--- config.mk ---
export PLATFORM = sky130hd
export DESIGN_NAME = bin_state_loader
export DESIGN_NICKNAME = d
export VERILOG_FILES = /design/src/rtl/bin_state_loader_pkg.sv /design/src/rtl/bin_state_loader_shifter.sv /design/src/rtl/bin_state_loader.sv
export SDC_FILE = /design/constraint.sdc
export NUM_CORES = 1
export LEC_CHECK = 0
export BUFFER_PORTS_ARGS = -buffer_cell sky130_fd_sc_hd__buf_2
export CORE_AREA = 2 2 252 254
export DETAILED_ROUTE_END_ITERATION = 12
export DIE_AREA = 0 0 254 256
export PLACE_DENSITY_LB_ADDON = 0.15
export REMOVE_ABC_BUFFERS = 1
export SYNTH_ARGS = -nofsm -noshare
export SYNTH_HDL_FRONTEND = slang
export SYNTH_SLANG_ARGS = --single-unit
--- constraint.sdc ---
create_clock -name clk -period 1.8 [get_ports clk]
set_clock_uncertainty 0.05 [all_clocks]
set_input_delay 0.27 -clock clk [delete_from_list [all_inputs] [get_ports clk]]
set_output_delay 0.27 -clock clk [all_outputs]
set_load 0.05 [all_outputs]
--- src/rtl/bin_state_loader_pkg.sv ---
// Shared definitions for the bin-state loader: FSM encoding, default widths,
// and the one-hot / address helpers used by the loader datapath.
package bin_state_loader_pkg;

    localparam int DEF_WIDTH_VAR_STATES = 19;
    localparam int DEF_WIDTH_LVL_STATES = 11;
    localparam int DEF_WIDTH_LVL        = 16;
    localparam int DEF_WIDTH_BIN_ID     = 10;

    typedef enum logic [2:0] {
        IDLE,
        LD_RD,
        LD_DRAIN,
        LD_DONE,
        UP_WR,
        UP_DONE
    } loader_state_e;

    // Callers truncate the wide result to their own slot count with a size cast.
    function automatic logic [63:0] onehot(input logic [31:0] idx);
        onehot = 64'd1 << idx;
    endfunction

    // Pure bit concatenation {binId, idx}; idx never exceeds idxBits, so no carry.
    function automatic logic [63:0] concatAddr(input logic [31:0] binId,
                                               input logic [31:0] idx,
                                               input int          idxBits);
        concatAddr = ({32'd0, binId} << idxBits) | {32'd0, idx};
    endfunction

endpackage

--- src/rtl/bin_state_loader_shifter.sv ---
// Snapshot register bank for UPDATE: captures the whole state-list bus in one
// cycle and presents the word selected by sel_i.
module state_word_shifter
    import bin_state_loader_pkg::*;
#(
    parameter int WORD_W = DEF_WIDTH_VAR_STATES,
    parameter int COUNT  = 8,
    localparam int SEL_W = $clog2(COUNT)
) (
    input  logic                      clk,
    input  logic                      rst,
    input  logic                      capture_i,
    input  logic [WORD_W*COUNT-1:0]   words_i,
    input  logic [SEL_W-1:0]          sel_i,
    output logic [WORD_W-1:0]         word_o
);

    logic [WORD_W*COUNT-1:0] snap_q;
    logic [WORD_W*COUNT-1:0] snap_d;

    always_comb begin
        snap_d = snap_q;
        if (capture_i) begin
            snap_d = words_i;
        end
    end

    always_ff @(posedge clk) begin
        if (rst) begin
            snap_q <= '0;
        end else begin
            snap_q <= snap_d;
        end
    end

    assign word_o = snap_q[sel_i*WORD_W +: WORD_W];

endmodule

--- src/rtl/bin_state_loader.sv ---
// Moves one bin's var/lvl states between global bin-state memory and the
// Sat Engine state list (LOAD: memory -> list, UPDATE: list -> memory).
module bin_state_loader
    import bin_state_loader_pkg::*;
#(
    parameter int NUM_VARS         = 8,
    parameter int NUM_LVLS         = 8,
    parameter int WIDTH_VAR_STATES = DEF_WIDTH_VAR_STATES,
    parameter int WIDTH_LVL_STATES = DEF_WIDTH_LVL_STATES,
    parameter int WIDTH_LVL        = DEF_WIDTH_LVL,
    parameter int WIDTH_BIN_ID     = DEF_WIDTH_BIN_ID,
    localparam int IDX_W           = $clog2(NUM_VARS),
    localparam int WIDTH_ADDR      = WIDTH_BIN_ID + IDX_W
) (
    input  logic                                   clk,
    input  logic                                   rst,
    input  logic                                   start_load_i,
    input  logic                                   start_update_i,
    input  logic [WIDTH_BIN_ID-1:0]                bin_id_i,
    input  logic [WIDTH_LVL-1:0]                   base_lvl_i,
    output logic                                   busy_o,
    output logic                                   done_load_o,
    output logic                                   done_update_o,
    output logic                                   mem_vs_rd_en_o,
    output logic                                   mem_vs_wr_en_o,
    output logic [WIDTH_ADDR-1:0]                  mem_vs_addr_o,
    output logic [WIDTH_VAR_STATES-1:0]            mem_vs_wdata_o,
    input  logic [WIDTH_VAR_STATES-1:0]            mem_vs_rdata_i,
    output logic                                   mem_ls_rd_en_o,
    output logic                                   mem_ls_wr_en_o,
    output logic [WIDTH_ADDR-1:0]                  mem_ls_addr_o,
    output logic [WIDTH_LVL_STATES-1:0]            mem_ls_wdata_o,
    input  logic [WIDTH_LVL_STATES-1:0]            mem_ls_rdata_i,
    output logic [NUM_VARS-1:0]                    wr_var_states_o,
    output logic [WIDTH_VAR_STATES*NUM_VARS-1:0]   vars_states_o,
    input  logic [WIDTH_VAR_STATES*NUM_VARS-1:0]   vars_states_i,
    output logic [NUM_LVLS-1:0]                    wr_lvl_states_o,
    output logic [WIDTH_LVL_STATES*NUM_LVLS-1:0]   lvl_states_o,
    input  logic [WIDTH_LVL_STATES*NUM_LVLS-1:0]   lvl_states_i,
    output logic                                   base_lvl_en_o,
    output logic [WIDTH_LVL-1:0]                   base_lvl_o,
    output logic                                   load_lvl_en_o,
    output logic [WIDTH_LVL-1:0]                   load_lvl_o
);

    loader_state_e           state_q,    state_d;
    logic [IDX_W-1:0]        idx_q,      idx_d;
    logic [WIDTH_BIN_ID-1:0] binId_q,    binId_d;
    logic [WIDTH_LVL-1:0]    baseLvl_q,  baseLvl_d;
    logic                    validDly_q, validDly_d;
    logic [IDX_W-1:0]        idxDly_q,   idxDly_d;

    logic                        acceptLoad;
    logic                        acceptUpdate;
    logic                        lastIdx;
    logic [WIDTH_ADDR-1:0]       addr;
    logic [NUM_VARS-1:0]         retSelVar;
    logic [NUM_LVLS-1:0]         retSelLvl;
    logic [WIDTH_VAR_STATES-1:0] snapVar;
    logic [WIDTH_LVL_STATES-1:0] snapLvl;

    // Update takes priority when both starts land in the same IDLE cycle.
    assign acceptUpdate = (state_q == IDLE) && start_update_i;
    assign acceptLoad   = (state_q == IDLE) && start_load_i && !start_update_i;
    assign lastIdx      = (idx_q == IDX_W'(NUM_VARS - 1));
    assign addr         = WIDTH_ADDR'(concatAddr(32'(binId_q), 32'(idx_q), IDX_W));
    assign retSelVar    = NUM_VARS'(onehot(32'(idxDly_q)));
    assign retSelLvl    = NUM_LVLS'(onehot(32'(idxDly_q)));

    state_word_shifter #(
        .WORD_W (WIDTH_VAR_STATES),
        .COUNT  (NUM_VARS)
    ) u_var_snapshot (
        .clk       (clk),
        .rst       (rst),
        .capture_i (acceptUpdate),
        .words_i   (vars_states_i),
        .sel_i     (idx_q),
        .word_o    (snapVar)
    );

    state_word_shifter #(
        .WORD_W (WIDTH_LVL_STATES),
        .COUNT  (NUM_LVLS)
    ) u_lvl_snapshot (
        .clk       (clk),
        .rst       (rst),
        .capture_i (acceptUpdate),
        .words_i   (lvl_states_i),
        .sel_i     (idx_q),
        .word_o    (snapLvl)
    );

    always_comb begin
        state_d    = state_q;
        idx_d      = idx_q;
        binId_d    = binId_q;
        baseLvl_d  = baseLvl_q;
        validDly_d = (state_q == LD_RD);
        idxDly_d   = idx_q;

        case (state_q)
            IDLE: begin
                idx_d = '0;
                if (acceptUpdate) begin
                    state_d = UP_WR;
                    binId_d = bin_id_i;
                end else if (acceptLoad) begin
                    state_d   = LD_RD;
                    binId_d   = bin_id_i;
                    baseLvl_d = base_lvl_i;
                end
            end
            LD_RD: begin
                idx_d = idx_q + 1'b1;
                if (lastIdx) begin
                    state_d = LD_DRAIN;
                end
            end
            LD_DRAIN: state_d = LD_DONE;
            LD_DONE:  state_d = IDLE;
            UP_WR: begin
                idx_d = idx_q + 1'b1;
                if (lastIdx) begin
                    state_d = UP_DONE;
                end
            end
            UP_DONE:  state_d = IDLE;
            default:  state_d = IDLE;
        endcase
    end

    always_ff @(posedge clk) begin
        if (rst) begin
            state_q    <= IDLE;
            idx_q      <= '0;
            binId_q    <= '0;
            baseLvl_q  <= '0;
            validDly_q <= 1'b0;
            idxDly_q   <= '0;
        end else begin
            state_q    <= state_d;
            idx_q      <= idx_d;
            binId_q    <= binId_d;
            baseLvl_q  <= baseLvl_d;
            validDly_q <= validDly_d;
            idxDly_q   <= idxDly_d;
        end
    end

    // Data buses are zeroed whenever their enable is low so idle outputs are deterministic.
    always_comb begin
        busy_o          = (state_q != IDLE);
        done_load_o     = 1'b0;
        done_update_o   = 1'b0;
        mem_vs_rd_en_o  = 1'b0;
        mem_vs_wr_en_o  = 1'b0;
        mem_vs_addr_o   = '0;
        mem_vs_wdata_o  = '0;
        mem_ls_rd_en_o  = 1'b0;
        mem_ls_wr_en_o  = 1'b0;
        mem_ls_addr_o   = '0;
        mem_ls_wdata_o  = '0;
        wr_var_states_o = '0;
        vars_states_o   = '0;
        wr_lvl_states_o = '0;
        lvl_states_o    = '0;
        base_lvl_en_o   = 1'b0;
        base_lvl_o      = '0;
        load_lvl_en_o   = 1'b0;
        load_lvl_o      = '0;

        case (state_q)
            LD_RD: begin
                mem_vs_rd_en_o = 1'b1;
                mem_ls_rd_en_o = 1'b1;
                mem_vs_addr_o  = addr;
                mem_ls_addr_o  = addr;
            end
            LD_DONE: begin
                done_load_o   = 1'b1;
                base_lvl_en_o = 1'b1;
                load_lvl_en_o = 1'b1;
                base_lvl_o    = baseLvl_q;
                load_lvl_o    = baseLvl_q;
            end
            UP_WR: begin
                mem_vs_wr_en_o = 1'b1;
                mem_ls_wr_en_o = 1'b1;
                mem_vs_addr_o  = addr;
                mem_ls_addr_o  = addr;
                mem_vs_wdata_o = snapVar;
                mem_ls_wdata_o = snapLvl;
            end
            UP_DONE: done_update_o = 1'b1;
            default: ;
        endcase

        // Read data returns one cycle after its strobe; idxDly_q picks the slot.
        if (validDly_q) begin
            wr_var_states_o = retSelVar;
            wr_lvl_states_o = retSelLvl;
            vars_states_o   = {NUM_VARS{mem_vs_rdata_i}};
            lvl_states_o    = {NUM_LVLS{mem_ls_rdata_i}};
        end
    end

endmodule

==> out/qor.yml <==
synth.most_common_cell: "nand2_1"
reg2reg_slack_ns: -0.38
finalCriticalPeriod_ns: 2.51
gr-usage-all-layers: 0.223
clk_latency_ns: 0.53
cts_tree: "done"
htreeDepth: 2
port_buffers: 652
outcome: "finished with violations"
core-area_um2: 62400
syn_inst: 1661
die_y_um: 256
slew_viol_final: 0
clock.fmax_mhz: 398
yosysUniqueCellTypes: 34
grt-busiest-layer: "met2"
synth-seq-cells: 276
wirelength_um: 80900
synthFlopType: "dfxtp_1"
fin_crit_sh: 1.40
synth-edff-count: 0
die_w_um: 254
drt-vias-per-instance: 4.53
path_clk_slew_ns: 0.06
seqCellArea_um2: 5550
synth_top_area_share: 0.398
std_cell_rows: 92
drive_gt1_frac: 0.575
dieArea_um2: 65000
drv_cap: 0
finalHoldViolations: 0
hold_class: "input port to register"
nNetsFinal: 2915
firstDrtPassIters: 5
cts_made_buffers: 34
cp_slowest_stage_delay_ns: 0.59
power_mw: 21.4
dp_hpwl_um: 44600
pre_cts_slack_ns: -0.294
cts_num_sinks: 276
drtIter0Drc: 967
nFillCells: 5450
ir_worst_vdd_mv: 0.452
cp_slowest_cell: "mux4_2"
place.gp.congestion: 0.840
relSlewSlack: 0.596
setup_viol: 594
ios: 653
start_kind: "register"
syn-cell-area_um2: 13900
worst-setup-path-type: "register to primary output"
grt_max_degree: 52
multi_input_area_um2: 7610
clk_path_buf_depth: 3
syn_avg_cell_area_um2: 8.36
cp.arrival_ns: 2.19
met3_usage: 0.0466
use_met1: 0.256
grt_pass1_vias: 16040
synth_area_leaders: "dfxtp_1, buf_4, nand2_1"
drtAntennaViolNets: 0
violations: "setup timing"
area_delta_synth_final_pct: 123
antenna_found_initial: 9
worst_slew_pin_slew_ns: 0.606
layout_setup_ws_ns: -0.712
grt_use_met2: 0.384
async_reset_ff_frac: 0
grt_pass1_wl_um: 107000
synth_warnings: 0
path_max_fanout: 4
grt_setup_unrepaired: "true"
route.detailed.wl_per_inst_um: 23.2
initial_utilization: 0.222
power_density_nw_per_um2: 693
leakage_nw: 13.1
num_vias: 15790
cpMostUsedCell: "buf_6"
crit_path_end_kind: "primary output"
ys_seq_area_frac: 0.398
yosysTopAreaCell: "dfxtp_1"
cts_root_buf: "clkbuf_16"
drc_errors: 0
grt_overflow: 0
path_cells: "buf_12, buf_6, mux4_2, a22o_1, buf_6"
yosys-top-cells-count: "nand2_1, dfxtp_1, a21oi_1, buf_4, clkbuf_1"
finalSetupTns_ns: -136.75
required_ns: 1.48
-- through the flow --
step / instances / hold WS (ns) / area (µm²) / util
floorplan: 1286 / 0.289 / 11300 / -
global placement: 2897 / 0.390 / 17700 / 0.284
detailed placement: 2897 / 0.394 / 17700 / 0.284
CTS: 3415 / 0.0297 / 28500 / 0.457
global route: 3483 / 0.0991 / 30900 / 0.496
finish: 3483 / 0.0700 / 30900 / 0.496
-- repair_timing --
action	CTS	global route
hold buffers	266	0
endpoints found under the setup margin	494	621
gates cloned	44	16
hold endpoints to repair	266	0
pin swaps	147	210
gates resized for setup	1269	523
buffers inserted	154	77
-- power by group --
group / switching, mW / internal, mW
registers: 0.303 / 6.57
clock network: 2.72 / 3.93
logic: 3.89 / 4.03
total: 6.92 / 14.5
-- area by class of cell --
cell class,count,area share
Tap cell,846,0.0342
Antenna cell,5,0.000404
Inverter,2,0.000243
Sequential cell,276,0.179
Multi-Input combinational cell,1009,0.246
Clock buffer,49,0.0319
Clock inverter,6,0.00190
Timing Repair Buffer,1290,0.506
-- sequential cells by signal (all words and copies together), names as in the netlist --
| register | cells |
|---|---|
| u_var_snapshot.snap_q | 152 |
| u_lvl_snapshot.snap_q | 88 |
| baseLvl_q | 16 |
| binId_q | 10 |
| idxDly_d | 3 |
| idxDly_q | 3 |
| state_q | 3 |
| validDly_q | 1 |
-- cells by family after synthesis --
logic type,count (synthesis),share of synthesized area
AOI/OAI and AO/OA,335,0.130
xor gates and xnor gates,1,0.000631
adders and majority gates,2,0.00180
buffers and inverters,377,0.186
DFF,276,0.398
muxes,61,0.0981
and+or+nand+nor,609,0.185
-- cells in the final DEF, fill, tap and decap left out, types with 3 or more instances in the layout --
cell type      netlist  final
buf_4              254     61
o21ai_1              0      8
a21oi_2              0    117
nand2_4              0    115
nor2b_1              4      4
nand2b_4             0      3
nor3_4               1      3
and3_4               0     13
and2_4               0     46
diode_2              0      5
nand2_1            482    314
clkbuf_1            62      8
nand3_1             27     27
mux4_2              60     60
clkbuf_8             0      7
clkinv_2             0      4
buf_2               37    298
clkbuf_16            0     50
buf_16               0     35
buf_8                0    190
nor2_4               0      8
nor2_1              13      5
buf_6               22    189
dlygate4sd3_1        0    266
a22o_1              30     26
buf_12               0    235
a22o_4               0      4
nand2b_1             7      4
dfxtp_1            276    269
o21ai_0             29     19
dfxtp_4              0      6
nand2_2              0     52
a21oi_1            270    153
-- critical path, delay by kind of cell, from the launching register on --
| family | cells | cell delay [ns] |
|---|---|---|
| mux | 1 | 0.59 |
| compound gates | 1 | 0.25 |
| buf+inv | 3 | 0.41 |
| flops | 1 | 0.40 |
-- final timing paths --
| check | startpoint | end | depth (start not counted) |
|---|---|---|---|
| setup / recovery | idxDly_d[0]$_SDFFE_PP0P_ | mem_ls_wdata_o[8] | 5 |
| hold / removal | start_update_i | state_q[2]$_SDFFE_PP0P_ | 3 |
| setup reg to reg | idxDly_d[0]$_SDFFE_PP0P_ | state_q[0]$_SDFFE_PP0P_ | 9 |
| hold reg to reg | u_var_snapshot.snap_q[90]$_SDFFE_PP0P_ | u_var_snapshot.snap_q[90]$_SDFFE_PP0P_ | 2 |
-- routing by layer --
metal	part of all wire	vias to the layer above
li1	-	7229
met1	0.38	7731
met2	0.50	651
met3	0.066	177
met4	0.059	2
met5	0.00016	-
No activity file was read; power rests on OpenSTA's default activity.
